===== config.mk =====
export PLATFORM = sky130hd
export DESIGN_NAME = instr_decode_stage
export DESIGN_NICKNAME = d
export VERILOG_FILES = /design/src/rtl/decode_pkg.sv /design/src/rtl/decode_fifo.sv /design/src/rtl/instr_decode_stage.sv
export SDC_FILE = /design/constraint.sdc
export NUM_CORES = 1
export LEC_CHECK = 0
export ABC_CLOCK_PERIOD_IN_PS = 5000
export CAP_MARGIN = 20
export CORE_ASPECT_RATIO = 0.5
export CORE_UTILIZATION = 44
export CTS_CLUSTER_DIAMETER = 80
export DETAILED_ROUTE_END_ITERATION = 8
export PLACE_DENSITY = 0.77
export SKIP_CTS_REPAIR_TIMING = 1
export SYNTH_ARGS = -nofsm -noshare
export SYNTH_HDL_FRONTEND = slang
export SYNTH_SLANG_ARGS = --single-unit

===== constraint.sdc =====
create_clock -name clk -period 5 [get_ports clk]
set_input_delay 0.5 -clock clk [delete_from_list [all_inputs] [get_ports clk]]
set_output_delay 0.5 -clock clk [all_outputs]
set_load 0.02 [all_outputs]

===== src/rtl/decode_pkg.sv =====
// Opcode/function encodings, instruction IDs and operand-format tags shared by the decode stage.
package decode_pkg;

    localparam logic [5:0] OP_RTYPE   = 6'd0;
    localparam logic [5:0] OP_ADDI    = 6'd1;
    localparam logic [5:0] OP_SUBI    = 6'd2;
    localparam logic [5:0] OP_MUL     = 6'd3;
    localparam logic [5:0] OP_DIV     = 6'd4;
    localparam logic [5:0] OP_ANDI    = 6'd5;
    localparam logic [5:0] OP_ORI     = 6'd6;
    localparam logic [5:0] OP_SHIFT   = 6'd7;
    localparam logic [5:0] OP_J       = 6'd16;
    localparam logic [5:0] OP_JR      = 6'd17;
    localparam logic [5:0] OP_JAL     = 6'd18;
    localparam logic [5:0] OP_SLT     = 6'd19;
    localparam logic [5:0] OP_IMM20   = 6'd20;
    localparam logic [5:0] OP_SYSCALL = 6'd21;

    localparam logic [5:0] FN_NONE    = 6'd0;
    localparam logic [5:0] FN_SUBU    = 6'd3;
    localparam logic [5:0] FN_SRL     = 6'd1;
    localparam logic [5:0] FN_EXIT    = 6'd1;

    localparam logic [31:0] ID_ILLEGAL = 32'd0;
    localparam logic [31:0] ID_ADD     = 32'd1;
    localparam logic [31:0] ID_SUB     = 32'd2;
    localparam logic [31:0] ID_ADDU    = 32'd3;
    localparam logic [31:0] ID_SUBU    = 32'd4;
    localparam logic [31:0] ID_ADDI    = 32'd5;
    localparam logic [31:0] ID_ANDI    = 32'd9;
    localparam logic [31:0] ID_ORI     = 32'd10;
    localparam logic [31:0] ID_SLL     = 32'd11;
    localparam logic [31:0] ID_SRL     = 32'd12;
    localparam logic [31:0] ID_J       = 32'd21;
    localparam logic [31:0] ID_JR      = 32'd22;
    localparam logic [31:0] ID_JAL     = 32'd23;
    localparam logic [31:0] ID_SLT     = 32'd24;
    localparam logic [31:0] ID_DISPLAY = 32'd27;
    localparam logic [31:0] ID_EXIT    = 32'd28;

    // ID = opcode + offset for the opcode-only families
    localparam logic [31:0] OP_ID_OFS_LO = 32'd4;
    localparam logic [31:0] OP_ID_OFS_HI = 32'd5;

    typedef enum logic [2:0] {
        FMT_ILL,
        FMT_R,
        FMT_I,
        FMT_J,
        FMT_JR,
        FMT_SYS
    } fmt_e;

    function automatic logic is_logic_imm(input logic [5:0] op);
        return (op == OP_ANDI) || (op == OP_ORI);
    endfunction

endpackage


===== src/rtl/decode_fifo.sv =====
// Generic synchronous queue with occupancy count and a flush that clears it in one cycle.
module decode_fifo #(
    parameter int unsigned WIDTH = 8,
    parameter int unsigned DEPTH = 2
) (
    input  logic                       clk,
    input  logic                       rst_n,
    input  logic                       flush_i,
    input  logic                       push_i,
    input  logic [WIDTH-1:0]           wdata_i,
    input  logic                       pop_i,
    output logic [WIDTH-1:0]           rdata_o,
    output logic [$clog2(DEPTH+1)-1:0] count_o
);
    localparam int unsigned AW = $clog2(DEPTH);
    localparam int unsigned CW = $clog2(DEPTH + 1);

    logic [WIDTH-1:0] mem_q [DEPTH];
    logic [AW-1:0]    wr_ptr_q, wr_ptr_d;
    logic [AW-1:0]    rd_ptr_q, rd_ptr_d;
    logic [CW-1:0]    count_q, count_d;
    logic             do_push, do_pop, empty;

    assign empty   = (count_q == '0);
    assign do_push = push_i && (count_q != CW'(DEPTH)) && !flush_i;
    assign do_pop  = pop_i && !empty && !flush_i;

    always_comb begin
        wr_ptr_d = wr_ptr_q;
        rd_ptr_d = rd_ptr_q;
        count_d  = count_q;
        if (flush_i) begin
            wr_ptr_d = '0;
            rd_ptr_d = '0;
            count_d  = '0;
        end else begin
            if (do_push) wr_ptr_d = wr_ptr_q + AW'(1);
            if (do_pop)  rd_ptr_d = rd_ptr_q + AW'(1);
            case ({do_push, do_pop})
                2'b10:   count_d = count_q + CW'(1);
                2'b01:   count_d = count_q - CW'(1);
                default: count_d = count_q;
            endcase
        end
    end

    always_ff @(posedge clk or negedge rst_n) begin
        if (!rst_n) begin
            wr_ptr_q <= '0;
            rd_ptr_q <= '0;
            count_q  <= '0;
        end else begin
            wr_ptr_q <= wr_ptr_d;
            rd_ptr_q <= rd_ptr_d;
            count_q  <= count_d;
        end
    end

    // Storage needs no reset: the head is masked to zero whenever the queue is empty
    always_ff @(posedge clk) begin
        if (do_push) mem_q[wr_ptr_q] <= wdata_i;
    end

    assign rdata_o = empty ? '0 : mem_q[rd_ptr_q];
    assign count_o = count_q;

endmodule


===== src/rtl/instr_decode_stage.sv =====
// Combinational instruction decode feeding a small output queue between fetch and execute.
module instr_decode_stage
    import decode_pkg::*;
#(
    parameter int unsigned XLEN       = 32,
    parameter int unsigned DEPTH      = 2,
    parameter int unsigned ZEXT_LOGIC = 1
) (
    input  logic            clk,
    input  logic            rst_n,
    input  logic            flush,
    input  logic            in_valid,
    output logic            in_ready,
    input  logic [31:0]     in_ir,
    input  logic [XLEN-1:0] in_pc,
    output logic            out_valid,
    input  logic            out_ready,
    output logic [31:0]     out_id,
    output logic [XLEN-1:0] out_rs,
    output logic [XLEN-1:0] out_rt,
    output logic [XLEN-1:0] out_rd,
    output logic [XLEN-1:0] out_pc,
    output logic            out_illegal,
    output logic [15:0]     illegal_cnt
);
    localparam int unsigned CW = $clog2(DEPTH + 1);

    typedef struct packed {
        logic [31:0]     id;
        logic [XLEN-1:0] rs;
        logic [XLEN-1:0] rt;
        logic [XLEN-1:0] rd;
        logic [XLEN-1:0] pc;
        logic            illegal;
    } dec_rec_t;

    logic [5:0]      op, fn;
    fmt_e            fmt;
    logic [31:0]     dec_id;
    logic [XLEN-1:0] imm_ext;
    dec_rec_t        rec, head;
    logic [CW-1:0]   count;
    logic            accept;
    logic [15:0]     illegal_cnt_q, illegal_cnt_d;

    assign op = in_ir[31:26];
    assign fn = in_ir[5:0];

    always_comb begin
        fmt    = FMT_ILL;
        dec_id = ID_ILLEGAL;
        case (op)
            OP_RTYPE: if (fn <= FN_SUBU) begin
                fmt    = FMT_R;
                dec_id = ID_ADD + 32'(fn);
            end
            OP_ADDI, OP_SUBI, OP_ANDI, OP_ORI: begin
                fmt    = FMT_I;
                dec_id = 32'(op) + OP_ID_OFS_LO;
            end
            OP_MUL, OP_DIV: if (fn == FN_NONE) begin
                fmt    = FMT_R;
                dec_id = 32'(op) + OP_ID_OFS_LO;
            end
            OP_SHIFT: if (fn <= FN_SRL) begin
                fmt    = FMT_I;
                dec_id = ID_SLL + 32'(fn);
            end
            6'd8, 6'd9, 6'd10, 6'd11, 6'd12, 6'd13, 6'd14, 6'd15, OP_IMM20: begin
                fmt    = FMT_I;
                dec_id = 32'(op) + OP_ID_OFS_HI;
            end
            OP_J, OP_JAL: begin
                fmt    = FMT_J;
                dec_id = 32'(op) + OP_ID_OFS_HI;
            end
            OP_JR: begin
                fmt    = FMT_JR;
                dec_id = ID_JR;
            end
            OP_SLT: if (fn == FN_NONE) begin
                fmt    = FMT_R;
                dec_id = ID_SLT;
            end
            OP_SYSCALL: if (fn <= FN_EXIT) begin
                fmt    = FMT_SYS;
                dec_id = ID_DISPLAY + 32'(fn);
            end
            default: begin
                fmt    = FMT_ILL;
                dec_id = ID_ILLEGAL;
            end
        endcase
    end

    assign imm_ext = ((ZEXT_LOGIC != 0) && is_logic_imm(op))
                   ? {{(XLEN-16){1'b0}}, in_ir[15:0]}
                   : {{(XLEN-16){in_ir[15]}}, in_ir[15:0]};

    always_comb begin
        rec    = '0;
        rec.id = dec_id;
        rec.pc = in_pc;
        case (fmt)
            FMT_R: begin
                rec.rs = XLEN'(in_ir[25:21]);
                rec.rt = XLEN'(in_ir[20:16]);
                rec.rd = XLEN'(in_ir[15:11]);
            end
            FMT_I: begin
                rec.rs = XLEN'(in_ir[25:21]);
                rec.rd = XLEN'(in_ir[20:16]);
                rec.rt = imm_ext;
            end
            FMT_J:   rec.rs = XLEN'(in_ir[25:0]);
            FMT_JR:  rec.rs = XLEN'(in_ir[25:21]);
            FMT_SYS: rec.rs = '0;
            default: rec.illegal = 1'b1;
        endcase
    end

    assign in_ready  = (count < CW'(DEPTH));
    assign out_valid = (count != '0);
    assign accept    = in_valid && in_ready && !flush;

    decode_fifo #(
        .WIDTH($bits(dec_rec_t)),
        .DEPTH(DEPTH)
    ) u_fifo (
        .clk    (clk),
        .rst_n  (rst_n),
        .flush_i(flush),
        .push_i (in_valid && in_ready),
        .wdata_i(rec),
        .pop_i  (out_ready),
        .rdata_o(head),
        .count_o(count)
    );

    always_comb begin
        illegal_cnt_d = illegal_cnt_q;
        if (accept && rec.illegal && (illegal_cnt_q != '1))
            illegal_cnt_d = illegal_cnt_q + 16'd1;
    end

    always_ff @(posedge clk or negedge rst_n) begin
        if (!rst_n) illegal_cnt_q <= '0;
        else        illegal_cnt_q <= illegal_cnt_d;
    end

    assign out_id      = head.id;
    assign out_rs      = head.rs;
    assign out_rt      = head.rt;
    assign out_rd      = head.rd;
    assign out_pc      = head.pc;
    assign out_illegal = head.illegal;
    assign illegal_cnt = illegal_cnt_q;

endmodule

==> impl_metrics.tcl, run 1 <==
set metrics [dict create \
    violations "design-rule violations" \
    rsz0062_at_grt "false" \
    ys_seq_elements 196 \
    slew_viol_final 0 \
    worst_path_max_delay_cell "nor3b_2" \
    cts-root-buf "clkbuf_16" \
    wl_per_cell_um 17.40 \
    hold_violations 0 \
    required_ns 5.29 \
    globalRouteTotalUtil_pct 19.14 \
    p_leak_uw 0.004225 \
    finalCritPeriodShare_pct 66.93 \
    hold-path-endpoint "illegal_cnt[14]" \
    min_path_cells 1 \
    ant_nets 0 \
    grt-ovfl-total 0 \
    core_area_mm2 0.02055 \
    path_buf_inv 3 \
    ys_warn_count 0 \
    nNetsFinal 963 \
    fin_worst_skew_ns 0.01059 \
    critPathKind "in -> reg" \
    crit_chain "clkdlybuf4s50_1 -> inv_1 -> ha_1 -> nor2b_1 -> or3_1 -> o2bb2ai_2 -> nor2_2 -> nor3b_2 -> buf_4 -> a22o_1" \
    post-place-ws_ns 1.252 \
    cts_buffer_depth 2 \
    worst_slew_pin_slew_ns 0.8953 \
    initial_core_util_pct 44.96 \
    vias_per_cell 5.061 \
    power.density_mw_per_mm2 343.4 \
    cts.sink_count 196 \
    slowest_delay_ns 0.72 \
    worst_r2r_path_depth 7 \
    slew_headroom_pct 40.12 \
    grt_pass1_vias 5814 \
    die_y_um 104.5 \
    drc 17 \
    cap_violations 0 \
    path_max_fanout 13 \
    endpoint_kind "flip-flop" \
    dieArea_mm2 0.02162 \
    antenna_found_initial 0 \
    routed_wl_mm 20.31 \
    synthCells 708 \
    hp-class "reg -> reg" \
    rows 37 \
    vias 5906 \
    fin_ws_ns 1.653 \
    first_iter_violations 434 \
    clk_latency_ns 0.43 \
    critPathArrivalTime_ns 3.64 \
    hold_start "illegal_cnt[14]" \
    mostFrequentLayoutCells "clkdlybuf4s50_1 (189), edfxtp_1 (176), nor2_1 (105)" \
    synthDistinctLibCells 56 \
    regToRegStartpoint "u_fifo.count_o[1]" \
    reg2reg_to "illegal_cnt[1]" \
    first_pass_iters 7 \
    cts_max_level 4 \
    synth_edf_count 176 \
    gp_congestion 0.8133 \
    dpl.hpwl_mm 13.90 \
    ys_seq_area_share_pct 62.60 \
    layout_commonest_cell "clkdlybuf4s50_1" \
    crit_path_start_kind "input pin" \
    diodes 0 \
    postSynthAreaPerCell_um2 13.05 \
    path_clk_slew_ns 0.07 \
    setup_viol 0 \
    cts_buffers 17 \
    cts_tree "built" \
    drive_gt1_share_pct 5.928 \
    max_freq_mhz 298.8 \
    period_needed_ns 3.347 \
    synthesis.area_mm2 0.009241 \
    status "complete, but fails checks" \
    die_w_um 207.0 \
    cp_top_family "simple AND/OR/NAND/NOR gates" \
    tns_ns 0 \
    placed_cells 1135 \
    reg2reg_slack_ns 2.35 \
    fin_cells 1167 \
    pin_count 248 \
    synth_ff_type "edfxtp_1" \
    grt_pass1_wl_mm 31.49 \
    areaGrowthSynthToFinish_pct 26.55 \
    async_flop_share_pct 10.20 \
    vdd_drop_max_mv 0.1889 \
    port_buffers 189 \
    grt_max_degree 89 \
]
## power breakdown
group | leakage [µW] | total (µW) | switching [µW] | internal, µW
registers | 0.00194 | 1930 | 59.1 | 1870
logic | 0.00202 | 761 | 436 | 325
clock network | 0.000266 | 1320 | 623 | 699
## synth_stat cells (2+ instances only)
cell type | instances | area share [%]
ha_1 | 13 | 1.8
nand4_1 | 4 | 0.27
or3_1 | 2 | 0.14
nand3_1 | 11 | 0.60
edfxtp_1 | 176 | 57
a32o_1 | 5 | 0.54
a21oi_1 | 7 | 0.38
buf_1 | 11 | 0.45
nand2_1 | 17 | 0.69
nor2_1 | 107 | 4.3
o21ai_0 | 9 | 0.49
buf_4 | 73 | 5.9
nor2b_1 | 5 | 0.34
buf_2 | 4 | 0.22
nor3_1 | 17 | 0.92
mux2i_1 | 89 | 9.6
xnor2_1 | 5 | 0.47
clkbuf_1 | 15 | 0.61
xor2_1 | 17 | 1.6
and3_1 | 2 | 0.14
and2_1 | 35 | 2.4
dfrtp_1 | 20 | 5.4
nand2b_1 | 6 | 0.41
inv_1 | 10 | 0.41
o211ai_1 | 5 | 0.41
nor3b_1 | 2 | 0.16
a22o_1 | 11 | 1.0
and4_1 | 2 | 0.19
## routing by layer
| metal | track usage [%] | wire length [µm] | part of all wire (%) | vias up |
|---|---|---|---|---|
| met3 | 3.008 | 968 | 4.8 | 37 |
| met4 | 8.551 | 549 | 2.7 | 0 |
| met5 | 0 | 0 | 0 | - |
| met1 | 24.53 | 8652 | 43 | 2897 |
| met2 | 31.95 | 10140 | 50 | 208 |
| li1 | - | - | - | 2764 |
## stage by stage
| stage | total power [µW] | hold slack [ns] | area, µm² | util [%] |
|---|---|---|---|---|
| detailed placement | 2732 | 0.4808 | 11140 | 54.18 |
| floorplan | 2429 | 0.2044 | 9465 | - |
| CTS | 4047 | 0.4898 | 11700 | 56.90 |
| global placement | 2719 | 0.4801 | 11140 | 54.18 |
| global route | 4162 | 0.5154 | 11700 | 56.90 |
| finish | 4016 | 0.4822 | 11700 | 56.90 |
## worst max path at each step
stage / start / to / slack (ns) / cells past startpoint
6_report: in_ir[28] / u_fifo.mem_q[0][35] / 1.65 / 10
5_1_grt: in_ir[28] / u_fifo.mem_q[0][36] / 1.44 / 10
4_1_cts: in_ir[28] / u_fifo.mem_q[0][35] / 1.70 / 10
3_5_place_dp: in_ir[28] / u_fifo.mem_q[1][35] / 1.25 / 10
3_3_place_gp: in_ir[28] / u_fifo.mem_q[0][36] / 1.42 / 10
2_1_floorplan: in_valid / u_fifo.mem_q[0][0] / 1.27 / 3
## sequential cells by signal, summed over array words and instances (netlist names)
signal / flops
u_fifo.mem_q: 176
illegal_cnt: 16
u_fifo.count_o: 2
u_fifo.rd_ptr_q: 1
u_fifo.wr_ptr_q: 1
## cell type report
type                            count  area, µm²
Clock inverter                     12      122.6
Timing Repair Buffer              199       1979
Sequential cell                   196       5789
Fill cell                        1655       8860
Inverter                           10      37.54
Clock buffer                       20      436.7
Tap cell                          273      341.6
Multi-Input combinational cell    457       2988
## cells by family after synthesis
kind of cell | count (synthesis) | share of synthesized area [%]
xor+xnor | 22 | 2.085
mux | 91 | 10.01
other cells | 1 | 0.04058
compound gates | 52 | 4.306
flops | 196 | 62.60
fa+ha+maj | 13 | 1.760
simple gates | 219 | 11.47
buf+inv | 114 | 7.731
Power figures use the tool's default switching activity.
==> inputs of run 2 (changes only) <==
ABC_CLOCK_PERIOD_IN_PS = 2920   (was 5000)
clock period = 2.92 ns   (was 5 ns; I/O delays follow)
==> run 2 against run 1 <==
  * The run still ends with design-rule violations left
  * Combinational power rose by 77%
  * Hold slack got worse by 0.12 ns
  * Routed wire length shrank 0.41%
  * Highest routed layer unchanged
==> impl_metrics.tcl, run 2 (synthesis results as in run 1) <==
set metrics [dict create \
    status "complete, but fails checks" \
    violations "design-rule violations" \
    regToRegStartpoint "illegal_cnt[0]" \
    reg2reg_to "illegal_cnt[1]" \
    required_ns 2.63 \
    cp_top_family "buffers and inverters" \
    worst_path_max_delay_cell "clkdlybuf4s50_1" \
    critPathArrivalTime_ns 2.43 \
    rsz0062_at_grt "false" \
    max_freq_mhz 367.6 \
    globalRouteTotalUtil_pct 18.97 \
    gp_congestion 0.8855 \
    initial_core_util_pct 44.96 \
    path_buf_inv 2 \
    vias_per_cell 4.974 \
    first_pass_iters 9 \
    hp-class "in -> async" \
    power.internal_uw 4988 \
    crit_chain "buf_12 -> mux2i_1 -> nor2_1 -> clkdlybuf4s50_1" \
    drc 7 \
    fin_worst_skew_ns 0.01049 \
    clkPwrFrac_pct 32.3 \
    power.density_mw_per_mm2 574.0 \
    switching_share_pct 27.48 \
    core_area_mm2 0.02055 \
    endpoint_kind "primary output" \
    multiInputGateArea_mm2 0.002988 \
    cap_violations 0 \
    first_iter_violations 518 \
    layout_commonest_cell "clkdlybuf4s50_1" \
    setup_viol 0 \
    finalCritPeriodShare_pct 93.17 \
    routed_wl_mm 20.23 \
    slowest_delay_ns 0.65 \
    cts-root-buf "clkbuf_16" \
    critPathKind "reg -> out" \
    switching_power_uw 1890 \
    period_needed_ns 2.720 \
    vdd_drop_max_mv 0.2984 \
    fin_cells 1196 \
    pin_count 248 \
    slew_viol_final 0 \
    reg2reg_slack_ns 0.81 \
    cts_buffers 17 \
    power_uw 6878 \
    cts_buffer_depth 2 \
    ant_nets 0 \
    wl_per_cell_um 16.91 \
    cts.sink_count 196 \
    die_w_um 207.0 \
    cts_max_level 4 \
    dieArea_mm2 0.02162 \
    path_max_fanout 45 \
    pwr-share-comb_pct 19.6 \
    port_buffers 189 \
    nFillCells 1641 \
    grt-ovfl-total 0 \
    p_leak_uw 0.004387 \
    worst_r2r_path_depth 8 \
    grt_max_degree 89 \
    regMostFlops "u_fifo.mem_q" \
    placed_cells 1165 \
    crit_path_start_kind "flip-flop" \
    register_area_mm2 0.005789 \
    final_util_pct 58.29 \
    dpl.hpwl_mm 13.82 \
    seq_power_share_pct 48.2 \
    grt_pass1_vias 5785 \
    vias 5949 \
    grt_pass1_wl_mm 31.16 \
    diodes 0 \
    path_clk_slew_ns 0.07 \
    rows 37 \
    worst_slew_pin_slew_ns 0.8881 \
    drive_gt1_share_pct 8.992 \
    clk_latency_ns 0.43 \
    die_y_um 104.5 \
    hold_violations 0 \
    largest_reg_flops 176 \
    nNetsFinal 993 \
    areaGrowthSynthToFinish_pct 29.65 \
    cts_tree "built" \
    antenna_found_initial 0 \
    slew_headroom_pct 40.61 \
    mostFrequentLayoutCells "clkdlybuf4s50_1 (189), edfxtp_1 (176), nor2_1 (105)" \
]
==> run 2: changes by cell type in the layout (fill, tap and decap cells not counted) <==
cell	change
buf_4	+24
buf_12	+5
clkbuf_1	-3
inv_6	+3
clkinv_1	+2
inv_8	-2
buf_6	+1
clkinv_2	-1
==> run 2: power by group through the flow <==
stage | Sequential, µW | Combinational, µW | Clock [µW]
floorplan | 3380 | 772 | 0
global placement | 3360 | 1340 | 0
detailed placement | 3370 | 1350 | 0
CTS | 3320 | 1360 | 2270
global route | 3330 | 1440 | 2370
finish | 3310 | 1350 | 2220
==> run 2: cell type report <==
cell class                      instances  share of cell area (%)
Multi-Input combinational cell        457                   24.94
Clock buffer                           17                   3.551
Sequential cell                       196                   48.32
Tap cell                              273                   2.851
Inverter                               10                  0.3133
Timing Repair Buffer                  229                   18.95
Clock inverter                         14                   1.076
==> run 2: through the flow <==
step	setup slack [ns]	hold WS (ns)	TNS (ns)	cell area, µm²
2_1_floorplan	0.2475	-0.003591	0	9472
3_3_place_gp	0.05620	0.4813	0	11420
3_5_place_dp	-0.02663	0.4947	-0.02663	11420
4_1_cts	-0.1061	0.3837	-1.498	11980
5_1_grt	0.08954	0.4261	0	11980
6_report	0.1995	0.3624	0	11980
==> run 2: how the worst max path moves through the flow <==
stage	startpoint	end	slack (ns)	cells past startpoint
6_report	u_fifo.rd_ptr_q	out_rs[2]	0.20	4
5_1_grt	u_fifo.rd_ptr_q	out_rt[23]	0.09	3
4_1_cts	u_fifo.rd_ptr_q	out_rt[19]	-0.11	3
3_5_place_dp	in_ir[29]	illegal_cnt[1]	-0.03	10
3_3_place_gp	in_ir[29]	illegal_cnt[1]	0.06	10
2_1_floorplan	u_fifo.count_o[1]	u_fifo.mem_q[0][0]	0.25	3
==> run 2: worst register-to-register path, cell delays in order, from the launching register on <==
cell and delay [ns]:
dfrtp_1 0.45, ha_1 0.25, and3_1 0.26, nand2_1 0.09, o21ai_0 0.08, a21oi_1 0.18, nand2_1 0.09, or2_2 0.30
mux2_1 0.31
==> run 2: layer usage <==
layer / up-vias / routed length [µm] / track usage [%]
li1: 2826 / - / -
met1: 2908 / 8443 / 24.21
met2: 186 / 10490 / 31.90
met3: 29 / 850 / 2.632
met4: 0 / 444 / 8.811
met5: - / 0 / 0
==> patch: new RTL, flow settings as in run 2 <==
`DEPTH` is set to 2 in 2 places; all go to 8.
--- a/src/rtl/decode_fifo.sv
+++ b/src/rtl/decode_fifo.sv
@@ -2,5 +2,5 @@
 module decode_fifo #(
     parameter int unsigned WIDTH = 8,
-    parameter int unsigned DEPTH = 2
+    parameter int unsigned DEPTH = 8
 ) (
     input  logic                       clk,
--- a/src/rtl/instr_decode_stage.sv
+++ b/src/rtl/instr_decode_stage.sv
@@ -4,5 +4,5 @@
 #(
     parameter int unsigned XLEN       = 32,
-    parameter int unsigned DEPTH      = 2,
+    parameter int unsigned DEPTH      = 8,
     parameter int unsigned ZEXT_LOGIC = 1
 ) (
Check against the original RTL: not equivalent (Yosys sat finds a counterexample within 4 cycles, from zero or initial values and one cycle with rst_n low).
==> patch against run 2 <==
The run still ends with DRC left. Sequential cell count grew 534. Area after synthesis grew to 3.2 times the old value. Worst setup slack lost 180 ps. Total power grew to 4.3 times the old value. Sequential power grew to 3.7 times the old value. First-iteration DRC count grew to 2.9 times the old value. Cell area grew to 3.0 times the old value. Wire length grew to 3.3 times the old value. Combinational power grew to 6.9 times the old value. Largest cell class unchanged.
==> patch: results (changes against run 2) <==
| Metric | Value |
|---|---|
| Metal-1 WL | `26,300 um (was 8440 um)` |
| Final WL | `66,200 um (was 20,200 um)` |
| DRC viols | `42 (was 7)` |
| Dpl hpwl | `40,100 um (was 13,800 um)` |
| R2R Setup Slk | `170 ps (was 810 ps)` |
| Clkbuf count | `87 (was 17)` |
| Area occupied by multi-input gates | `7380 sq um (was 2990 sq um)` |
| Syn Inst Count | `1,486 (was 708)` |
| Crit path arrival time | `2610 ps (was 2430 ps)` |
| FILL cells | `4,727 (was 1,641)` |
| Failing checks | `DRC (unchanged)` |
| Max Root-Sink Buffers | `3 (was 2)` |
| XOR/XNOR Fraction of Synth Area | `0.709% (was 2.09%)` |
| Crit path launch | `u_fifo.rd_ptr_q[0] (was u_fifo.rd_ptr_q)` |
| Initial antenna violation count | `2 (was 0)` |
| Sw Share | `29.2% (was 27.5%)` |
| Drt pass-1 iters | `7 (was 9)` |
| Power Clock | `8.10 mW (was 2.22 mW)` |
| Sequential Area | `21,800 sq um (was 5790 sq um)` |
| Number of global-route vias before repair | `15,600 (was 5,785)` |
| Worst reg2reg path startpoint | `u_fifo.count_o[3] (was illegal_cnt[0])` |
| Status | `complete, but fails checks (unchanged)` |
| Nets | `1,916 (was 993)` |
| Max VDD drop | `0.457 mV (was 0.298 mV)` |
| Aggregate global-route resource usage | `18.9% (was 19.0%)` |
| Async set-reset flop share out of synthesis | `3.56% (was 10.2%)` |
## patch: cell types whose count changed after synthesis, sizes merged, moves of 5 or more
| cell | change |
|---|---|
| clkbuf | +23 |
| a32o | -5 |
| edfxtp | +528 |
| inv | +7 |
| nor4 | +5 |
| mux4 | +176 |
| dfrtp | +6 |
| nor3 | -7 |
| buf | +18 |
| a211oi | +10 |
## patch: through the flow
step	setup WS, ps	power [mW]	area [sq um]	hold slack (ps)
5_1_grt	-74.1	30.5	36200	112
3_3_place_gp	-337	21.2	33700	507
6_report	16.9	29.4	36200	95.9
4_1_cts	-478	29.4	35700	80.3
3_5_place_dp	-390	21.3	33700	527
2_1_floorplan	-1190	17.7	30000	-3.59
## patch: worst max-delay path, stage by stage (launching register included)
cell,delay (ps)
dfrtp_4,500
buf_4,150
buf_12,100
buf_16,180
mux4_2,550
mux2i_2,230
nor2_1,80
dlymetal6s2s_1,240
